===== config.mk =====
export PLATFORM = sky130hd
export DESIGN_NAME = gpr_file_mp
export DESIGN_NICKNAME = d
export VERILOG_FILES = /design/src/rtl/gpr_pkg.sv /design/src/rtl/gpr_wr_merge.sv /design/src/rtl/gpr_file_mp.sv
export SDC_FILE = /design/constraint.sdc
export NUM_CORES = 1
export LEC_CHECK = 0
export CAP_MARGIN = 10
export CORE_MARGIN = 2
export CORE_UTILIZATION = 50
export DETAILED_ROUTE_END_ITERATION = 12
export GPL_TIMING_DRIVEN = 0
export MAX_ROUTING_LAYER = met4
export PLACE_DENSITY = 0.85
export RECOVER_POWER = 25
export SETUP_SLACK_MARGIN = 0.15
export SLEW_MARGIN = 5
export SYNTH_ARGS = -nofsm -noshare
export SYNTH_HDL_FRONTEND = slang
export SYNTH_HIERARCHICAL = 1
export SYNTH_SLANG_ARGS = --single-unit

===== constraint.sdc =====
create_clock -name clk -period 2.65 [get_ports clk]
set_input_delay 0.265 -clock clk [delete_from_list [all_inputs] [get_ports clk]]
set_output_delay 0.265 -clock clk [all_outputs]
set_load 0.01 [all_outputs]

===== src/rtl/gpr_pkg.sv =====
// Shared defaults and helpers for the multi-port GPR file and its write-merge logic.
package gpr_pkg;

    localparam int GPR_DATA_W   = 16;
    localparam int GPR_NUM_REGS = 8;
    localparam int GPR_ADDR_W   = $clog2(GPR_NUM_REGS);
    localparam int GPR_MAX_WR   = 4;

    typedef logic [GPR_ADDR_W-1:0] gpr_addr_t;
    typedef logic [GPR_DATA_W-1:0] gpr_data_t;

    // Index of the highest-numbered set bit; that write port owns the register.
    function automatic int unsigned gpr_winner(input logic [GPR_MAX_WR-1:0] hits);
        gpr_winner = 0;
        for (int p = 0; p < GPR_MAX_WR; p++) begin
            if (hits[p]) gpr_winner = p;
        end
    endfunction

endpackage


===== src/rtl/gpr_wr_merge.sv =====
// Resolves all write ports per register: hit vector, winning data and same-address conflict.
module gpr_wr_merge import gpr_pkg::*; #(
    parameter int DATA_W   = GPR_DATA_W,
    parameter int NUM_REGS = GPR_NUM_REGS,
    parameter int ADDR_W   = $clog2(NUM_REGS),
    parameter int NUM_WR   = 1,
    parameter int ZERO_REG = 0
) (
    input  logic [NUM_WR-1:0]                  wr_en_i,
    input  logic [NUM_WR*ADDR_W-1:0]           wr_addr_i,
    input  logic [NUM_WR*DATA_W-1:0]           wr_data_i,
    output logic [NUM_REGS-1:0]                hit_o,
    output logic [NUM_REGS-1:0][DATA_W-1:0]    win_data_o,
    output logic                               conflict_o
);

    localparam int PAD_W = GPR_MAX_WR * DATA_W;

    logic [PAD_W-1:0]      data_pad;
    logic [GPR_MAX_WR-1:0] port_hits;

    assign data_pad = PAD_W'(wr_data_i);

    // NOTE: every variable driven here gets a default before any conditional
    // assignment, so no path can leave it holding its old value (no latch).
    always_comb begin
        hit_o      = '0;
        win_data_o = '0;
        conflict_o = 1'b0;
        port_hits  = '0;
        for (int r = 0; r < NUM_REGS; r++) begin
            port_hits = '0;
            for (int p = 0; p < NUM_WR; p++) begin
                port_hits[p] = wr_en_i[p] && (wr_addr_i[p*ADDR_W +: ADDR_W] == ADDR_W'(r));
            end
            // A hardwired r0 must not be written, clear the scoreboard, or flag conflicts.
            if (ZERO_REG != 0 && r == 0) port_hits = '0;
            hit_o[r]      = |port_hits;
            win_data_o[r] = data_pad[gpr_winner(port_hits)*DATA_W +: DATA_W];
            if ($countones(port_hits) > 1) conflict_o = 1'b1;
        end
    end

endmodule


===== src/rtl/gpr_file_mp.sv =====
// Parametrised multi-port register file with write bypass, optional zero r0 and pending-write scoreboard.
module gpr_file_mp import gpr_pkg::*; #(
    parameter int DATA_W   = GPR_DATA_W,
    parameter int NUM_REGS = GPR_NUM_REGS,
    parameter int NUM_RD   = 2,
    parameter int NUM_WR   = 1,
    parameter int ZERO_REG = 0,
    parameter int BYPASS   = 1,
    localparam int ADDR_W  = $clog2(NUM_REGS)
) (
    input  logic                         clk,
    input  logic                         rst,
    input  logic [NUM_WR-1:0]            wr_en,
    input  logic [NUM_WR*ADDR_W-1:0]     wr_addr,
    input  logic [NUM_WR*DATA_W-1:0]     wr_data,
    input  logic [NUM_RD*ADDR_W-1:0]     rd_addr,
    output logic [NUM_RD*DATA_W-1:0]     rd_data,
    output logic [NUM_RD-1:0]            rd_busy,
    input  logic                         rsv_en,
    input  logic [ADDR_W-1:0]            rsv_addr,
    output logic [NUM_REGS-1:0]          busy_vec,
    output logic                         wr_conflict,
    output logic [NUM_REGS*DATA_W-1:0]   dbg_regs
);

    logic [NUM_REGS-1:0][DATA_W-1:0] regs_q, regs_d;
    logic [NUM_REGS-1:0]             busy_q, busy_d;
    logic                            conflict_q;

    logic [NUM_REGS-1:0]             wr_hit;
    logic [NUM_REGS-1:0][DATA_W-1:0] wr_win;
    logic                            conflict_d;

    gpr_wr_merge #(
        .DATA_W   (DATA_W),
        .NUM_REGS (NUM_REGS),
        .ADDR_W   (ADDR_W),
        .NUM_WR   (NUM_WR),
        .ZERO_REG (ZERO_REG)
    ) u_wr_merge (
        .wr_en_i    (wr_en),
        .wr_addr_i  (wr_addr),
        .wr_data_i  (wr_data),
        .hit_o      (wr_hit),
        .win_data_o (wr_win),
        .conflict_o (conflict_d)
    );

    always_comb begin
        regs_d = regs_q;
        busy_d = busy_q;
        for (int r = 0; r < NUM_REGS; r++) begin
            if (wr_hit[r]) regs_d[r] = wr_win[r];
            // A new reservation names a newer producer, so it beats a same-cycle write clear.
            if (rsv_en && rsv_addr == ADDR_W'(r) && !(ZERO_REG != 0 && r == 0)) begin
                busy_d[r] = 1'b1;
            end else if (wr_hit[r]) begin
                busy_d[r] = 1'b0;
            end
        end
    end

    // NOTE: the storage array sits in flops and is cleared on reset because
    // software relies on every register reading zero after rst, not just r0.
    always_ff @(posedge clk) begin
        if (rst) begin
            regs_q     <= '0;
            busy_q     <= '0;
            conflict_q <= 1'b0;
        end else begin
            regs_q     <= regs_d;
            busy_q     <= busy_d;
            conflict_q <= conflict_d;
        end
    end

    for (genvar k = 0; k < NUM_RD; k++) begin : g_rd
        logic [ADDR_W-1:0] rd_a;
        logic              is_zero;
        logic              fwd;

        assign rd_a    = rd_addr[k*ADDR_W +: ADDR_W];
        assign is_zero = (ZERO_REG != 0) && (rd_a == '0);
        assign fwd     = (BYPASS != 0) && wr_hit[rd_a];

        assign rd_data[k*DATA_W +: DATA_W] = is_zero ? '0 : (fwd ? wr_win[rd_a] : regs_q[rd_a]);
        assign rd_busy[k] = !is_zero && busy_q[rd_a] && !fwd;
    end

    assign busy_vec    = busy_q;
    assign wr_conflict = conflict_q;
    assign dbg_regs    = regs_q;

endmodule


# Word-level counts from Yosys, hierarchy flattened
# Cells that the tools add are included.
word_totals:
  regBits: 137
  input_bits: 32
  output_inout_bits: 171
  wordCells: 113
classes:
  order_cmp: 10
  n_eq_ne: 14
  n_mux: 42
  n_reduce_logical: 30
ops:
  columns: ["operator", "count"]
  rows:
  - ["binary-select mux 16 bit (select 3 bit)", 4]
  - ["two-way mux 16 bit", 6]
  - ["two-way mux 1 bit", 28]
  - ["== test 3 bit, second input constant", 8]
  - ["logical AND 1 bit", 18]
  - ["nonzero test 2 bit", 8]
  - ["binary-select mux 1 bit (select 3 bit)", 4]
  - ["== test 3 x 2 -> 1 bit, second input constant", 4]
  - ["greater-than comparator 1 bit, second input constant", 8]
  - ["< comparator 3 x 4 -> 1 bit, second input constant", 2]
  - ["== test 3 x 1 -> 1 bit, second input constant", 2]
  - ["zero test 3 bit", 2]
  - ["zero test 1 bit", 2]

# Longest topological paths before layout
# Gate-level depths: netlist (run 1).
depth:
  ltp_word: 11
  ltp_mapped: 8
  depth_no_buf: 5

# Modules after synthesis
# Netlist (run 1), hierarchy kept.
modules_own_cells:
  columns: ["module", "instances", "cells_per_inst", "area_each_um2", "seq_area_each_um2"]
  rows:
  - ["gpr_file_mp", 1, 733, 9120.0, 2742.6]
  - ["gpr_wr_merge", 1, 138, 1067.3, 0.0]

# Worst setup path after synthesis (run 1)
# No wires, ideal clock.
synth_path:
  path_kind: "input to output"
  startpoint: "input port wr_en"
  endpoint: "output port rd_data[10]"
  t_arrival_ns: 2.015
  required_ns: 2.385
  path_slack_ns: 0.370
  stages: 8
  path_buffers: 3
  path_cell_list: "and4b_2 > buf_2 > mux4_2 > mux2_2 > buf_6 > buf_6 > mux2i_1 > mux2i_1"
synth_via:
  elab_chain_cells: 4
  word_cells_on_any_way: 11
  classes_between: "mux: 3; reduce/logical: 8"
synth_lines:
  columns: ["element", "line_no", "source"]
  rows:
  - ["start: declaration", "gpr_file_mp.sv:13", "input logic [NUM_WR-1:0] wr_en,"]
  - ["logical AND 1 bit", "gpr_wr_merge.sv:34", "port_hits[p] = wr_en_i[p] && (wr_addr_i[p*ADDR_W +: ADDR_W] == ADDR_W'(r));"]
  - ["binary-select mux 1 bit (select 3 bit) *", "gpr_file_mp.sv:84", "assign fwd = (BYPASS != 0) && wr_hit[rd_a];"]
  - ["two-way mux 1 bit (not written as such) *", "gpr_file_mp.sv:84", null]
  - ["two-way mux 16 bit *", "gpr_file_mp.sv:86", "assign rd_data[k*DATA_W +: DATA_W] = is_zero ? '0 : (fwd ? wr_win[rd_a] : regs_q[rd_a]);"]
  - ["end: declaration", "gpr_file_mp.sv:17", "output logic [NUM_RD*DATA_W-1:0] rd_data,"]
# Every way passes the cells marked *; elsewhere a longest branch is shown, timed or not. The select of a mux whose other input is x is not followed.

# Worst setup path after layout (run 1)
layout_path:
  startpoint: "input port wr_en"
  endpoint: "output port rd_data[6]"
layout_via:
  elab_chain_cells: 4
  word_cells_on_any_way: 11
  classes_between: "mux: 3; reduce/logical: 8"
layout_lines:
  columns: ["element", "line_no", "source"]
  rows:
  - ["logical AND 1 bit", "gpr_wr_merge.sv:34", null]
  - ["net wr_hit[5]", "gpr_file_mp.sv:30", "logic [NUM_REGS-1:0] wr_hit;"]
  - ["binary-select mux 1 bit (select 3 bit)", "gpr_file_mp.sv:84", null]
  - ["two-way mux 1 bit (not written as such)", "gpr_file_mp.sv:84", null]
  - ["two-way mux 16 bit", "gpr_file_mp.sv:86", null]
# The timed path passes the listed nets, and every way through them passes these cells. The select of a mux whose other input is x is not followed.

==> results of run 1 <==
## state kept, by name, summed over array words and instances, names as in the netlist
name and count:
dbg_regs 128, busy_vec 8, wr_conflict 1
## Yosys cell counts (all sizes together)
cell type  count  area share, %
dfxtp        137             27
and4b          3           0.32
nor2         137            5.0
mux4         136             30
nand4          1          0.061
mux2           2           0.22
nor4b          1           0.15
mux2i        226             22
a32oi          4           0.34
inv            5           0.18
and4bb         3           0.37
nor2b          7           0.43
and2           1          0.061
nand2b         1          0.061
buf          177             12
a21oi          4           0.20
and4           1          0.098
conb           1          0.037
clkbuf        24           0.88
## through the flow
| step | cell area (um2) | instances | power, uW | TNS (ps) |
|---|---|---|---|---|
| after global routing | 14000 | 1394 | 6621 | -2375 |
| after global placement | 12340 | 1322 | 3354 | -34010 |
| final | 14000 | 1394 | 6509 | -1991 |
| after detailed placement | 12340 | 1322 | 3378 | -35390 |
| after floorplan | 10190 | 871 | 2990 | 0 |
| after CTS | 13800 | 1388 | 6367 | -215.4 |
## report_power, final
| part | internal [uW] | switching (uW) | total (uW) |
|---|---|---|---|
| clock | 1940 | 1000 | 2940 |
| sequential | 2110 | 57.5 | 2160 |
| combinational | 740 | 666 | 1410 |
| total | 4780 | 1730 | 6510 |
## worst paths after layout
path                        startpoint                         to  slack, ps
min reg2reg  dbg_regs[84]$_SDFFE_PP0P_  dbg_regs[84]$_SDFFE_PP0P_        550
max reg2reg  dbg_regs[32]$_SDFFE_PP0P_  dbg_regs[32]$_SDFFE_PP0P_       1730
min                        wr_data[10]  dbg_regs[26]$_SDFFE_PP0P_         80
max                              wr_en                 rd_data[6]       -160
## final cells by class
type,count,area share [%]
timing repair buffer,220,15.43
clock buffer,21,3.359
multi-input combinational,528,46.51
sequential,137,19.58
antenna,1,0.01787
inverter,5,0.1340
buffer,201,10.84
tap,270,2.412
clock inverter,11,1.715
## layout by cell type, fill, tap and decap left out, types with 2 or more instances in the layout
cell type	n
sky130_fd_sc_hd__bufinv_16	7
sky130_fd_sc_hd__a32oi_1	4
sky130_fd_sc_hd__inv_1	4
sky130_fd_sc_hd__buf_8	5
sky130_fd_sc_hd__mux4_2	136
sky130_fd_sc_hd__buf_2	41
sky130_fd_sc_hd__mux2i_4	27
sky130_fd_sc_hd__mux2i_1	177
sky130_fd_sc_hd__a21oi_1	4
sky130_fd_sc_hd__clkbuf_8	3
sky130_fd_sc_hd__nor2b_1	7
sky130_fd_sc_hd__buf_1	12
sky130_fd_sc_hd__clkbuf_4	4
sky130_fd_sc_hd__buf_4	159
sky130_fd_sc_hd__clkbuf_16	19
sky130_fd_sc_hd__and4b_2	2
sky130_fd_sc_hd__clkbuf_1	24
sky130_fd_sc_hd__buf_6	14
sky130_fd_sc_hd__mux2i_2	22
sky130_fd_sc_hd__nor2_1	136
sky130_fd_sc_hd__clkdlybuf4s50_1	141
sky130_fd_sc_hd__buf_16	8
sky130_fd_sc_hd__buf_12	9
sky130_fd_sc_hd__dfxtp_1	137
sky130_fd_sc_hd__clkinv_4	2
sky130_fd_sc_hd__and4bb_1	2
## routing by layer
metal	up-vias	routed length, um	global-route usage (%)	part of all wire [%]
met5	-	0	-	0
met4	0	3204	24.90	8.1
met3	279	5104	11.40	13
met2	936	17920	54.67	45
met1	4493	13350	43.90	34
li1	3603	-	-	-
## what timing repair did
item / CTS / global route
resized for setup: 290 / 29
pin swaps: 2 / 1
setup buffers: 29 / 3
cloned: 5 / 2
endpoints found under the setup margin: 34 / 34
## tightest hold or removal path, delay by kind of cell
| family | cells | cell delay, ps |
|---|---|---|
| buffers and inverters | 1 | 90 |
| and+or+nand+nor | 1 | 70 |
| muxes | 1 | 60 |
## logic make-up after synthesis
logic type | after synthesis | synth area share [%]
buf+inv | 206 | 13.29
compound gates | 8 | 0.5404
other cells | 1 | 0.03681
flops | 137 | 26.92
mux | 364 | 52.62
simple gates | 155 | 6.595
==> results_dict.tcl, run 1 <==
set metrics [dict create \
    vdd_ir_drop_max_mv 0.4737 \
    post-route-drc-count 0 \
    cpMostUsedCell "sky130_fd_sc_hd__buf_12" \
    post-route-worst-setup-slack_ps -158.9 \
    powerDensity_nw_per_um2 464.8 \
    number_of_antenna_violations_at_the_first_check_in_global_routing 1 \
    cap_violations 0 \
    worstPathMaxFanout 8 \
    layout_cells_sized_above_1_pct 41.76 \
    nNetsFinal 1142 \
    synthesis.instances 871 \
    layout.core_utilization_pct 69.66 \
    critical_path.max_stage_delay_ps 470 \
    overall_global_routing_resource_usage_pct 37.11 \
    port_buffers 181 \
    htree_levels 4 \
    fmax_mhz 356.0 \
    tritoncts "built" \
    floorplan.die.width_um 146.7 \
    routed_wire_length_per_instance_um 28.39 \
    io-pin-count 203 \
    avgSynthCellArea_um2 11.70 \
    syn_nets 903 \
    violations "negative setup slack" \
    worst_setup_hold_path_clk_slew_ps 70 \
    clock_tree.root_cell "sky130_fd_sc_hd__clkbuf_16" \
    outcome "finished with violations" \
    worst_path_max_delay_cell "sky130_fd_sc_hd__mux4_2" \
    crit_arrival_ps 2540 \
    first_global_vias 9279 \
    critical_path.endpoint_type "output pin" \
    post_dr_vias_cell 6.679 \
    dr_total_vias 9311 \
    multi_input_area_um2 6514 \
    post_synth_num_cell_types 26 \
    register_area_um2 2743 \
    fin_crit_sh_pct 106.0 \
    dr.first_iter.drc_count 1408 \
    grt_setup_unrepaired "true" \
    pre_cts_slack_ps -1188 \
    timing.critical_path.max_delay_family "multiplexers" \
    ys_ff_latch 137 \
    min_path_cells 3 \
    die_y_um 146.7 \
    hold-worst-slack_ps 78.29 \
    worst_tran_pin_value_ps 999.4 \
    postRouteAntennaNets 0 \
    coreArea_um2 20100 \
    yosys_warnings 6 \
    timing_worst_setup_path_type "input pin to output pin" \
    syn_area_um2 10190 \
    worst_setup_path_start_kind "input pin" \
    syn_to_final_growth_pct 37.47 \
    timing.hold.worst.class "input pin to flip-flop" \
    maxSlewHeadroom_pct 33.37 \
    timing.final.hold_violations 0 \
    clock_insertion_delay_worst_skew_ps 440 \
    setup_violations 31 \
    cts_hold_buf 0 \
    drv_slew 0 \
    cts.sink_count 137 \
    placementRows 52 \
    pre_antenna_drt_iters 6 \
    layout.filler_cells 1240 \
    power_leakage_uw 0.005223 \
    place_congestion 0.9186 \
    worstRegToRegCells 2 \
    grt_pass1_wl_mm 57.21 \
    grt-ovfl-total 0 \
    timing.final.crit_period_ps 2809 \
    finClkSkew_ps 0 \
    detailed_placement_hpwl_mm 24.56 \
    synth_seq_area_share_pct 26.92 \
    die-area_um2 21530 \
    cts-root-to-sink-buffers 2 \
    wl_mm 39.58 \
    grt_start_max_net_pins 17 \
    start_util_pct 50.67 \
    cts_made_buffers 17 \
    timing.critical_path.depth 10 \
    required_ps 2380 \
    number_of_buffer_and_inverter_instances_along_the_worst_setup_path 5 \
    critical_path_cell_sequence "buf_8, and4b_2, buf_12, mux4_2, mux2_4, buf_12, buf_12, mux2i_4, mux2i_2, buf_2" \
]
(Power assumes the default switching activity.)
==> inputs of run 2 (changes only) <==
--- a/config.mk
+++ b/config.mk
@@ -5,6 +5,7 @@
 export SDC_FILE = /design/constraint.sdc
 export NUM_CORES = 1
 export LEC_CHECK = 0
+export ABC_CLOCK_PERIOD_IN_PS = 2650
 export CAP_MARGIN = 10
 export CORE_MARGIN = 2
 export CORE_UTILIZATION = 50
==> results of run 2 <==
Final layout, timing and power as in run 1 (identical DEF).
==> inputs of run 3 (changes only) <==
--- a/config.mk
+++ b/config.mk
@@ -14,7 +14,7 @@
 export MAX_ROUTING_LAYER = met4
 export PLACE_DENSITY = 0.85
 export RECOVER_POWER = 25
-export SETUP_SLACK_MARGIN = 0.15
+export SETUP_SLACK_MARGIN = 0.1
 export SLEW_MARGIN = 5
 export SYNTH_ARGS = -nofsm -noshare
 export SYNTH_HDL_FRONTEND = slang
==> results_dict.tcl, run 3 (synthesis results as in run 1) <==
set metrics [dict create \
    outcome "finished with violations" \
    violations "negative setup slack" \
    htree_levels 4 \
    dr.first_iter.drc_count 1422 \
    drv_slew 0 \
    die_y_um 146.7 \
    number_of_antenna_violations_at_the_first_check_in_global_routing 1 \
    worstPathMaxFanout 8 \
    maxSlewHeadroom_pct 32.69 \
    timing.final.crit_period_ps 2812 \
    cts-root-to-sink-buffers 2 \
    floorplan.die.width_um 146.7 \
    powerDensity_nw_per_um2 465.0 \
    drt-met1-wl_mm 13.51 \
    worst_tran_pin_value_ps 1010 \
    grt-ovfl-total 0 \
    start_util_pct 50.67 \
    tritoncts "built" \
    worst_setup_hold_path_clk_slew_ps 60 \
    dr_total_vias 9308 \
    p_total_uw 6508 \
    grt_setup_unrepaired "true" \
    finished_cell_area_um2 14000 \
    routed_wire_length_per_instance_um 28.49 \
    cts_made_buffers 17 \
    layout.cells.most_common_list "sky130_fd_sc_hd__mux2i_1 (175), sky130_fd_sc_hd__buf_4 (159), sky130_fd_sc_hd__clkdlybuf4s50_1 (141), sky130_fd_sc_hd__dfxtp_1 (137)" \
    pre_cts_slack_ps -1188 \
    post_dr_vias_cell 6.677 \
    wl_mm 39.72 \
    timing_worst_setup_path_type "input pin to output pin" \
    cts.sink_count 137 \
    grt_pass1_wl_mm 57.21 \
    pre_antenna_drt_iters 5 \
    fmax_mhz 355.6 \
    overall_global_routing_resource_usage_pct 37.11 \
    required_ps 2380 \
    critical_path.endpoint_type "output pin" \
    clock_insertion_delay_worst_skew_ps 440 \
    coreArea_um2 20100 \
    topRoutingLayerUsed "met4" \
    worst_setup_path_start_kind "input pin" \
    grt_start_max_net_pins 17 \
    power_leakage_uw 0.005218 \
    cap_violations 0 \
    clock_tree.root_cell "sky130_fd_sc_hd__clkbuf_16" \
    die-area_um2 21530 \
    layout_cells_sized_above_1_pct 41.85 \
    io-pin-count 203 \
    setup_violations 31 \
    place_congestion 0.9186 \
    first_global_vias 9279 \
    timing.critical_path.from "wr_en" \
    finClkSkew_ps 0 \
    timing.hold.worst.class "input pin to flip-flop" \
    hold_path_startpoint "wr_data[4]" \
    layout.filler_cells 1232 \
    detailed_placement_hpwl_mm 24.56 \
    post-route-drc-count 0 \
    mostFrequentLayoutCell "sky130_fd_sc_hd__mux2i_1" \
    nNetsFinal 1142 \
    met3_wirelength_mm 5.015 \
    crit_arrival_ps 2550 \
    number_of_flip_flops_under_the_largest_register_name 128 \
    post_dp_cell_area_um2 12340 \
    post-route-worst-setup-slack_ps -162.5 \
    r2r_start "busy_vec[2]$_SDFFE_PP0P_" \
    port_buffers 181 \
    postRouteAntennaNets 0 \
    fin_tns_setup_ps -2177 \
    vdd_ir_drop_max_mv 0.4778 \
    route.met2.wl_mm 18.16 \
    syn_to_final_growth_pct 37.40 \
    fin_crit_sh_pct 106.1 \
    placementRows 52 \
    timing.final.hold_violations 0 \
]
==> run 3: changes by cell type in the layout (fill, tap and decap cells not counted), sizes merged <==
cell	change
buf	-1
clkbuf	+1
==> run 3: per-stage QoR <==
stage,util (%),instances,hold slack [ps]
global route,69.62,1394,80.74
detailed placement,61.36,1322,515.2
global placement,61.36,1322,501.8
finish,69.62,1394,74.40
floorplan,-,871,415.0
CTS,68.68,1388,81.60
==> run 3: layout make-up <==
type / instances / area [um2] / area share [%]
antenna: 1 / 2.502 / 0.01788
buffer: 201 / 1518 / 10.84
clock buffer: 21 / 470.5 / 3.361
clock inverter: 11 / 240.2 / 1.716
inverter: 5 / 18.77 / 0.1341
multi-input combinational: 528 / 6523 / 46.60
sequential: 137 / 2743 / 19.59
tap: 270 / 337.8 / 2.414
timing repair buffer: 220 / 2145 / 15.32
==> run 3: what timing repair did <==
action	4_1_cts	5_1_grt
gates resized for setup	289	27
hold buffers	0	0
pin swaps	2	1
setup buffers	29	3
setup endpoints to repair	34	33
gates cloned	5	2
==> run 3: path summary, 6_finish.rpt <==
check	endpoint	slack [ps]	depth (start not counted)
setup / recovery	rd_data[6]	-160	10
hold / removal	dbg_regs[100]$_SDFFE_PP0P_	70	3
setup reg to reg	busy_vec[2]$_SDFFE_PP0P_	1790	3
hold reg to reg	dbg_regs[84]$_SDFFE_PP0P_	550	2
==> run 3: worst max-delay path, cell delays in order <==
cell	delay (ps)
sky130_fd_sc_hd__buf_8	110
sky130_fd_sc_hd__and4b_2	250
sky130_fd_sc_hd__buf_12	130
sky130_fd_sc_hd__mux4_2	470
sky130_fd_sc_hd__mux2_4	320
sky130_fd_sc_hd__buf_12	170
sky130_fd_sc_hd__buf_12	170
sky130_fd_sc_hd__mux2i_4	200
sky130_fd_sc_hd__mux2i_2	260
sky130_fd_sc_hd__buf_2	190
==> run 3: report_power, final <==
part           internal, uW  leakage, uW  switching [uW]  total (uW)
registers              2110      0.00111            57.9        2160
logic                   739      0.00377             668        1410
clock network          1940     0.000343            1000        2940
total                  4780      0.00522            1730        6510
==> run 3: per-layer routing <==
layer / GRT usage (%) / up-vias
met3: 11.40 / 275
li1: - / 3607
met4: 24.90 / 0
met5: - / -
met1: 43.90 / 4512
met2: 54.67 / 914
